**src/rtl/sliding_mean_mc.sv**
```systemverilog
// Per-channel sliding-window mean (W = 2^win_log2) with koef/8 scaling and saturation, plus the window-centre sample.
// Latency 2 cycles in_valid -> out_valid, 1 sample/cycle; no backpressure, and a window change drops that cycle's sample.
module sliding_mean_mc #(
    parameter  int WIDTH        = 16,
    parameter  int MAX_WIN_LOG2 = 6,
    parameter  int NCH          = 2,
    parameter  int KOEF_W       = 7,
    localparam int WL_W         = $clog2(MAX_WIN_LOG2 + 1)
) (
    input  logic                 clk,
    input  logic                 rst,
    input  logic                 in_valid,
    input  logic [NCH*WIDTH-1:0] in_data,
    input  logic [WL_W-1:0]      win_log2,
    input  logic [KOEF_W-1:0]    koef,
    output logic                 out_valid,
    output logic [NCH*WIDTH-1:0] out_mean,
    output logic [NCH*WIDTH-1:0] out_data,
    output logic                 out_full
);
    localparam int DEPTH  = 1 << MAX_WIN_LOG2;
    localparam int PW     = MAX_WIN_LOG2;
    localparam int ACC_W  = WIDTH + MAX_WIN_LOG2;
    localparam int PROD_W = ACC_W + KOEF_W + 1;
    localparam logic signed [PROD_W-1:0] SAT_MAX = PROD_W'((64'sd1 <<< (WIDTH - 1)) - 64'sd1);
    localparam logic signed [PROD_W-1:0] SAT_MIN = -SAT_MAX - PROD_W'(1);

    logic [WIDTH-1:0]        mem [NCH][DEPTH];
    logic [PW-1:0]           wptr;
    logic [PW:0]             fcnt;
    logic [PW:0]             wsize;
    logic [WL_W-1:0]         win_r;
    logic [WL_W-1:0]         win_clamp;
    logic                    win_chg;
    logic                    accept;
    logic                    filling;
    logic                    valid_d1;
    logic signed [ACC_W-1:0] acc     [NCH];
    logic signed [ACC_W-1:0] acc_nxt [NCH];
    logic signed [ACC_W-1:0] mean    [NCH];
    logic signed [PROD_W-1:0] prod   [NCH];
    logic [WIDTH-1:0]        x       [NCH];
    logic [WIDTH-1:0]        oldest  [NCH];
    logic [WIDTH-1:0]        centre  [NCH];
    logic [WIDTH-1:0]        data_d1 [NCH];
    logic [WIDTH-1:0]        sat     [NCH];

    always_comb begin
        win_clamp = (win_log2 > WL_W'(MAX_WIN_LOG2)) ? WL_W'(MAX_WIN_LOG2) : win_log2;
        win_chg   = (win_clamp != win_r);
        accept    = in_valid && !win_chg;
        wsize     = (PW + 1)'(1) << win_r;
        filling   = (fcnt < wsize);
    end

    // Stage-1 datapath: both buffer reads happen before this cycle's write.
    always_comb begin
        for (int c = 0; c < NCH; c++) begin
            x[c] = in_data[c*WIDTH +: WIDTH];
`ifndef SYNTHESIS
            if ($isunknown(in_data[c*WIDTH +: WIDTH])) x[c] = '0;
`endif
            oldest[c]  = mem[c][wptr - wsize[PW-1:0]];
            centre[c]  = (win_r == '0) ? x[c] : mem[c][wptr - wsize[PW:1]];
            acc_nxt[c] = acc[c] + ACC_W'($signed(x[c]))
                         - (filling ? ACC_W'(0) : ACC_W'($signed(oldest[c])));
        end
    end

    // Stage 2 reads acc/win_r/fcnt before the next accept or window change lands.
    always_comb begin
        for (int c = 0; c < NCH; c++) begin
            mean[c] = acc[c] >>> win_r;
            prod[c] = (PROD_W'(mean[c]) * PROD_W'($signed({1'b0, koef}))) >>> 3;
            if (prod[c] > SAT_MAX)
                sat[c] = WIDTH'(SAT_MAX);
            else if (prod[c] < SAT_MIN)
                sat[c] = WIDTH'(SAT_MIN);
            else
                sat[c] = WIDTH'(prod[c]);
        end
    end

    always_ff @(posedge clk) begin
        if (rst) begin
            wptr      <= '0;
            fcnt      <= '0;
            win_r     <= win_clamp;
            valid_d1  <= 1'b0;
            out_valid <= 1'b0;
            out_mean  <= '0;
            out_data  <= '0;
            out_full  <= 1'b0;
            for (int c = 0; c < NCH; c++) begin
                acc[c]     <= '0;
                data_d1[c] <= '0;
                for (int i = 0; i < DEPTH; i++) mem[c][i] <= '0;
            end
        end else begin
            out_valid <= valid_d1;
            if (valid_d1) begin
                out_full <= (fcnt == wsize);
                for (int c = 0; c < NCH; c++) begin
                    out_mean[c*WIDTH +: WIDTH] <= sat[c];
                    out_data[c*WIDTH +: WIDTH] <= data_d1[c];
                end
            end
            valid_d1 <= accept;
            if (win_chg) begin
                win_r <= win_clamp;
                fcnt  <= '0;
                for (int c = 0; c < NCH; c++) acc[c] <= '0;
            end else if (in_valid) begin
                wptr <= wptr + PW'(1);
                if (filling) fcnt <= fcnt + (PW + 1)'(1);
                for (int c = 0; c < NCH; c++) begin
                    mem[c][wptr] <= x[c];
                    acc[c]       <= acc_nxt[c];
                    data_d1[c]   <= centre[c];
                end
            end
        end
    end
endmodule

```
**config.mk**
```make
export PLATFORM = sky130hd
export DESIGN_NAME = sliding_mean_mc
export DESIGN_NICKNAME = d
export VERILOG_FILES = /design/src/rtl/sliding_mean_mc.sv
export SDC_FILE = /design/constraint.sdc
export NUM_CORES = 2
export LEC_CHECK = 0
export ABC_AREA = 0
export BUFFER_PORTS_ARGS = -buffer_cell sky130_fd_sc_hd__buf_2
export CAP_MARGIN = 20
export CELL_PAD_IN_SITES_DETAIL_PLACEMENT = 0
export CELL_PAD_IN_SITES_GLOBAL_PLACEMENT = 2
export CORE_AREA = 2 2 528 530
export DETAILED_ROUTE_END_ITERATION = 7
export DIE_AREA = 0 0 530 532
export PLACE_DENSITY_LB_ADDON = 0.3
export SLEW_MARGIN = 0
export SYNTH_ARGS = -nofsm -noshare
export SYNTH_HDL_FRONTEND = slang
export SYNTH_SLANG_ARGS = --single-unit
```
**constraint.sdc**
```tcl
create_clock -name clk -period 11.2 [get_ports clk]
set_clock_uncertainty 0.15 [all_clocks]
set_input_delay 1.12 -clock clk [delete_from_list [all_inputs] [get_ports clk]]
set_output_delay 1.12 -clock clk [all_outputs]
set_load 0.05 [all_outputs]
```
Yosys cells after proc, flatten, opt, wreduce, memory -nomap -nowiden. Memory sizes are Yosys's and may differ from the RTL's. A register that Yosys moved wholly into a read port is not among the register bits. Index checks and enable logic that the tools add are counted.

Memories: 3. Bits in writable memories: 2124. Word-level logic and storage cells: 4190. Bits in latches: 0. ROM bits: 0. Output and inout bits: 66. Input bits: 45. Flip-flop bits (word level): 51.

Magnitude comparators: 10. $mul: 2. Mux-type cells: 2089. Reductions and logical operators: 8. Bitwise operators: 2058. Div/mod/pow operators: 0. Add/subtract/negate cells: 8. Shift operators: 3. Equal/unequal tests: 2.

Memories: mem (depth 2, bits a word 1024, read ports 2, clocked after memory_dff 0, write ports 2, RTL line 28) `logic [WIDTH-1:0] mem [NCH][DEPTH];`; acc (depth 2, bits a word 22, read ports 2, clocked after memory_dff 0, write ports 2, RTL line 38) `logic signed [ACC_W-1:0] acc [NCH];`; data_d1 (depth 2, bits a word 16, read ports 2, clocked after memory_dff 2, write ports 2, RTL line 45) `logic [WIDTH-1:0] data_d1 [NCH];`.

Operators with widths (count): 1-bit two-way mux (2057); 1-bit OR (2054); 1024-bit two-way mux (1); 16-bit binary-select mux with 6-bit select (4); 16-bit two-way mux (17); 22-bit two-way mux (6); 16-bit demux with 6-bit select (1); 22-bit by 8-bit multiplier with 30-bit output (2); 27-bit by 16-bit > comparator with 1-bit output, second input constant (2); 27-bit by 16-bit less-than comparator with 1-bit output, second input constant (2); 22-bit by 16-bit adder with 22-bit output (2); 22-bit by 3-bit >>> shifter with 22-bit output (2); 22-bit subtractor (2); 7-bit >= comparator, second input constant (3); 6-bit NOT with 7-bit output (3); 6-bit subtractor (2); 3-bit two-way mux (3); 7-bit by 1-bit adder with 7-bit output, second input constant (1); 7-bit equality test (1); 7-bit by 1-bit less-than comparator with 1-bit output, second input constant (1); 7-bit less-than comparator (1); 1-bit by 3-bit << shifter with 7-bit output, first input constant (1); 6-bit by 1-bit adder with 6-bit output, second input constant (1); 2-bit AND reduction (2); 8 further kinds (9).

Longest topological paths before layout.
Word-level depth: 9. Mapped depth: 32. Gate-level depth less buffers: 27.

Worst setup path before layout. No wires, ideal clock.

Kind: register -> register. Start point: register win_r[0]. End point: memory acc[0][43] (netlist bit) (data pin). Required time: 10.784 ns. Data arrival time: 7.857 ns. Setup time: 0.266 ns. Path buffers: 8. Stages on the path, launching flop included: 31. Path slack: 2.927 ns. Clock period less this slack: 8.273 ns. Path through: edfxtp_1 > buf_1 > clkbuf_1 > nor3_1 > clkbuf_1 > clkbuf_1 > ha_1 > inv_1 > fa_1 > clkbuf_1 > clkbuf_1 > buf_1 > clkbuf_1 > mux4_2 > mux4_2 > mux2i_1 > a211oi_1 > fa_1 > inv_1 > ha_1 > a21o_1 > a21oi_1 > o21ai_0 > a2111o_1 > nand3_1 > nand3b_1 > a311o_1 > a211oi_1 > o31ai_1 > xnor2_1 > nor2_1.

RTL lines: from (decl) (RTL line 32) `logic [WL_W-1:0] win_r;`; from (signal assigned) (RTL line 88) `win_r <= win_clamp;`; from (signal assigned) (RTL line 110) `win_r <= win_clamp;`; to (decl) (RTL line 38).

==> metrics <==
outcome completed; CP Max Fanout 48; Reg clk slew, reported paths 60 ps; Net Count, Synth 9770; placed wire-length estimate 255900 um; die height 532 um; most frequent cell after synthesis edfxtp_1; CP endpoint kind register; Worst Setup Start Kind register; worst r2r src win_r[0]; largest net degree at the start of global routing 193; count of cell types in the netlist 83; Final nets 9258; final setup vio count 0; WHS Endpoint win_r[1]; Post-synth top cells edfxtp_1 (2127), nor3_1 (1920), mux4_2 (1295); gr usage total 31.52%; WL/cell 35.11 um; vias in the first global route 87.26k; vias per cell 6.851; max-cap viol count 0; YS warnings 0; share of cells above drive strength 1 23.59%; NetSw 7.592 mW; max frequency 106.7 MHz; P_int 16.63 mW; cts bufs inserted 243; first-pass GRT wire length 642100 um; syn_area_per_cell 13.98 um^2; reg2reg end acc[0][20]; clk sinks 2207; RSZ-0062 raised after global routing false; Clock Power Share 32.6%; total grt overflow 0; Root Driver clkbuf_16; PwrDens 172.2 mW/mm^2; Hold Startpoint win_log2[1]; # IOs 111; fin crit period 9376 ps; Synth Instances 9266; Synth Register Bits 2207; r2r setup slk 1820 ps; Power Total 24.22 mW; Clk Latency, worst-skew pair 930 ps; ys async rst share 0%; Area Overhead vs Synth 8.578%; WS Path Type reg2reg; H-tree Lvls 4; Post-DRT Antenna Nets 0; combinational share of power 27.7%; Post-synth EDFFs 2127; CTS tree yes; initial antenna violation count 31; switching share of power 31.34%; synth top area cells edfxtp_1 (49%), mux4_2 (23%), nor3_1 (7.4%), fa_1 (4.3%), clkbuf_1 (2.7%); final hold vios 0; Final Slew Violations 0; Period Utilization, post-route 83.71%; port bufs 110; Post-CTS Hold Buffers 0; final setup TNS 0 ps; Post-CTS Setup Bufs 0; cts repair resizes 0; Flop pwr share 39.7%; Crit path required time 11700 ps; worst-margin pin slew 1259 ps; Seq/Total Area, Yosys 50.55%; area of the die 0.2820 mm^2; clk buf depth 4; final WL 444500 um; hold path depth 1; Core Box Area 0.2758 mm^2; DRT Pass-1 Iters 6; post-synth top area share 49.31%; Lkg Pwr 46.26 nW; Synth area leader edfxtp_1; DR vias 86.73k; DRC viols 0; die span in x 530 um; Iteration-0 DRC Markers 11.51k; Rel. slew slack 15.57%; # rows 193; Synth Cell Area 0.1295 mm^2; gpl congestion 0.8575; worst hold path type in2reg; CP arrival 9870 ps; worst r2r path cells 25; Starting Density 46.97%; Post-synth top flop edfxtp_1; Max VDD drop 0.0001776 V
-- how the worst max path moves through the flow --
stage                   from  slack [ps]          to
finish              win_r[0]        1820  acc[0][20]
CTS                 win_r[0]        1980  acc[0][20]
global placement    win_r[0]        2090  acc[0][20]
global route        win_r[0]        1390  acc[0][42]
floorplan           win_r[0]        2930  acc[0][43]
detailed placement  win_r[0]        2020  acc[0][20]
-- cell type report --
| class | instances | area (um^2) |
|---|---|---|
| well taps | 3705 | 4636 |
| clock buffers | 307 | 6444 |
| repair buffers | 335 | 2721 |
| inverters | 452 | 1697 |
| diodes | 14 | 35.03 |
| flip-flops and latches | 2207 | 65480 |
| clock inverters | 125 | 1080 |
| fillers | 23270 | 135100 |
| multi-input cells | 5515 | 58550 |
-- logic make-up (layout without fill, tap and decap cells) --
logic type	Yosys count	count (layout)	share of synthesized area, %
compound gates	517	517	2.745
other cells	0	14	0
simple gates	3014	3014	11.96
xor+xnor	97	97	0.6559
buf+inv	1544	1219	4.510
fa+ha+maj	459	459	6.034
mux	1428	1428	23.55
flops	2207	2207	50.55
-- layer usage --
| metal | global-route usage, % | routed length (um) | vias up |
|---|---|---|---|
| met3 | 7.565 | 51500 | 958 |
| met4 | 11.95 | 18450 | 30 |
| li1 | - | - | 35010 |
| met5 | 0 | 185 | - |
| met1 | 43.35 | 168200 | 45540 |
| met2 | 48.69 | 206200 | 5196 |
-- worst max-delay path, stage by stage (launching register included) --
cell and delay [ps]:
edfxtp_1 320, buf_4 500, inv_1 510, or3_1 580
fa_4 1420, buf_4 550, mux4_2 380, mux4_2 520
a211oi_1 370, a211oi_1 220, ha_1 370, inv_1 70
ha_1 170, inv_1 80, fa_1 430, nor2b_1 160
o21ai_0 140, a21oi_1 200, o21ai_0 180, a21oi_1 300
o2111ai_1 190, a31oi_1 330, a41oi_1 260, o2111ai_1 310
a21oi_1 110, a31o_2 220
-- flip-flops by register name, indices dropped and copies added (netlist names) --
register and count:
out_full 1, out_valid 1, fcnt 7, mem 2048, valid_d1 1, win_r 3, data_d1 32, out_mean 32
wptr 6, out_data 32, acc 44
-- stage by stage --
| stage | area, um^2 | setup slack (ps) | cells | hold slack [ps] | util [%] |
|---|---|---|---|---|---|
| finish | 140600 | 1824 | 12660 | 312.3 | 51.00 |
| global route | 140600 | 1394 | 12650 | 295.9 | 50.99 |
| CTS | 140600 | 1982 | 12640 | 256.5 | 50.97 |
| detailed placement | 133000 | 2018 | 12210 | 322.5 | 48.25 |
| global placement | 133000 | 2088 | 12210 | 314.1 | 48.23 |
| floorplan | 129500 | 2927 | 9266 | 306.6 | - |
-- power by group through the flow --
stage	registers (mW)	logic [mW]	clock network (mW)
global route	9.65	7.15	8.21
CTS	9.61	6.65	7.92
floorplan	9.72	4.46	0
finish	9.61	6.72	7.89
global placement	9.75	6.59	0
detailed placement	9.78	6.62	0
-- cells in the final DEF (no fill, tap or decap), types with 19 or more instances in the layout --
cell type,n
nor2b_1,246
buf_12,36
nand3_1,27
edfxtp_1,2127
nor4_1,33
nand2b_1,29
and2_1,228
clkinv_2,34
inv_2,33
inv_1,419
or2_4,37
a21o_1,36
mux2i_1,127
nand2_1,123
dfxtp_1,79
a211oi_1,152
ha_1,181
o21a_1,21
nor3_1,1919
buf_4,183
nor2_1,265
buf_2,110
a21oi_1,128
bufinv_16,19
mux4_2,1295
clkbuf_1,54
o21ai_0,68
or2_2,35
fa_1,274
xnor2_1,57
clkinv_1,57
xor2_1,32
clkbuf_16,245
No activity file was read; power rests on OpenSTA's default activity.
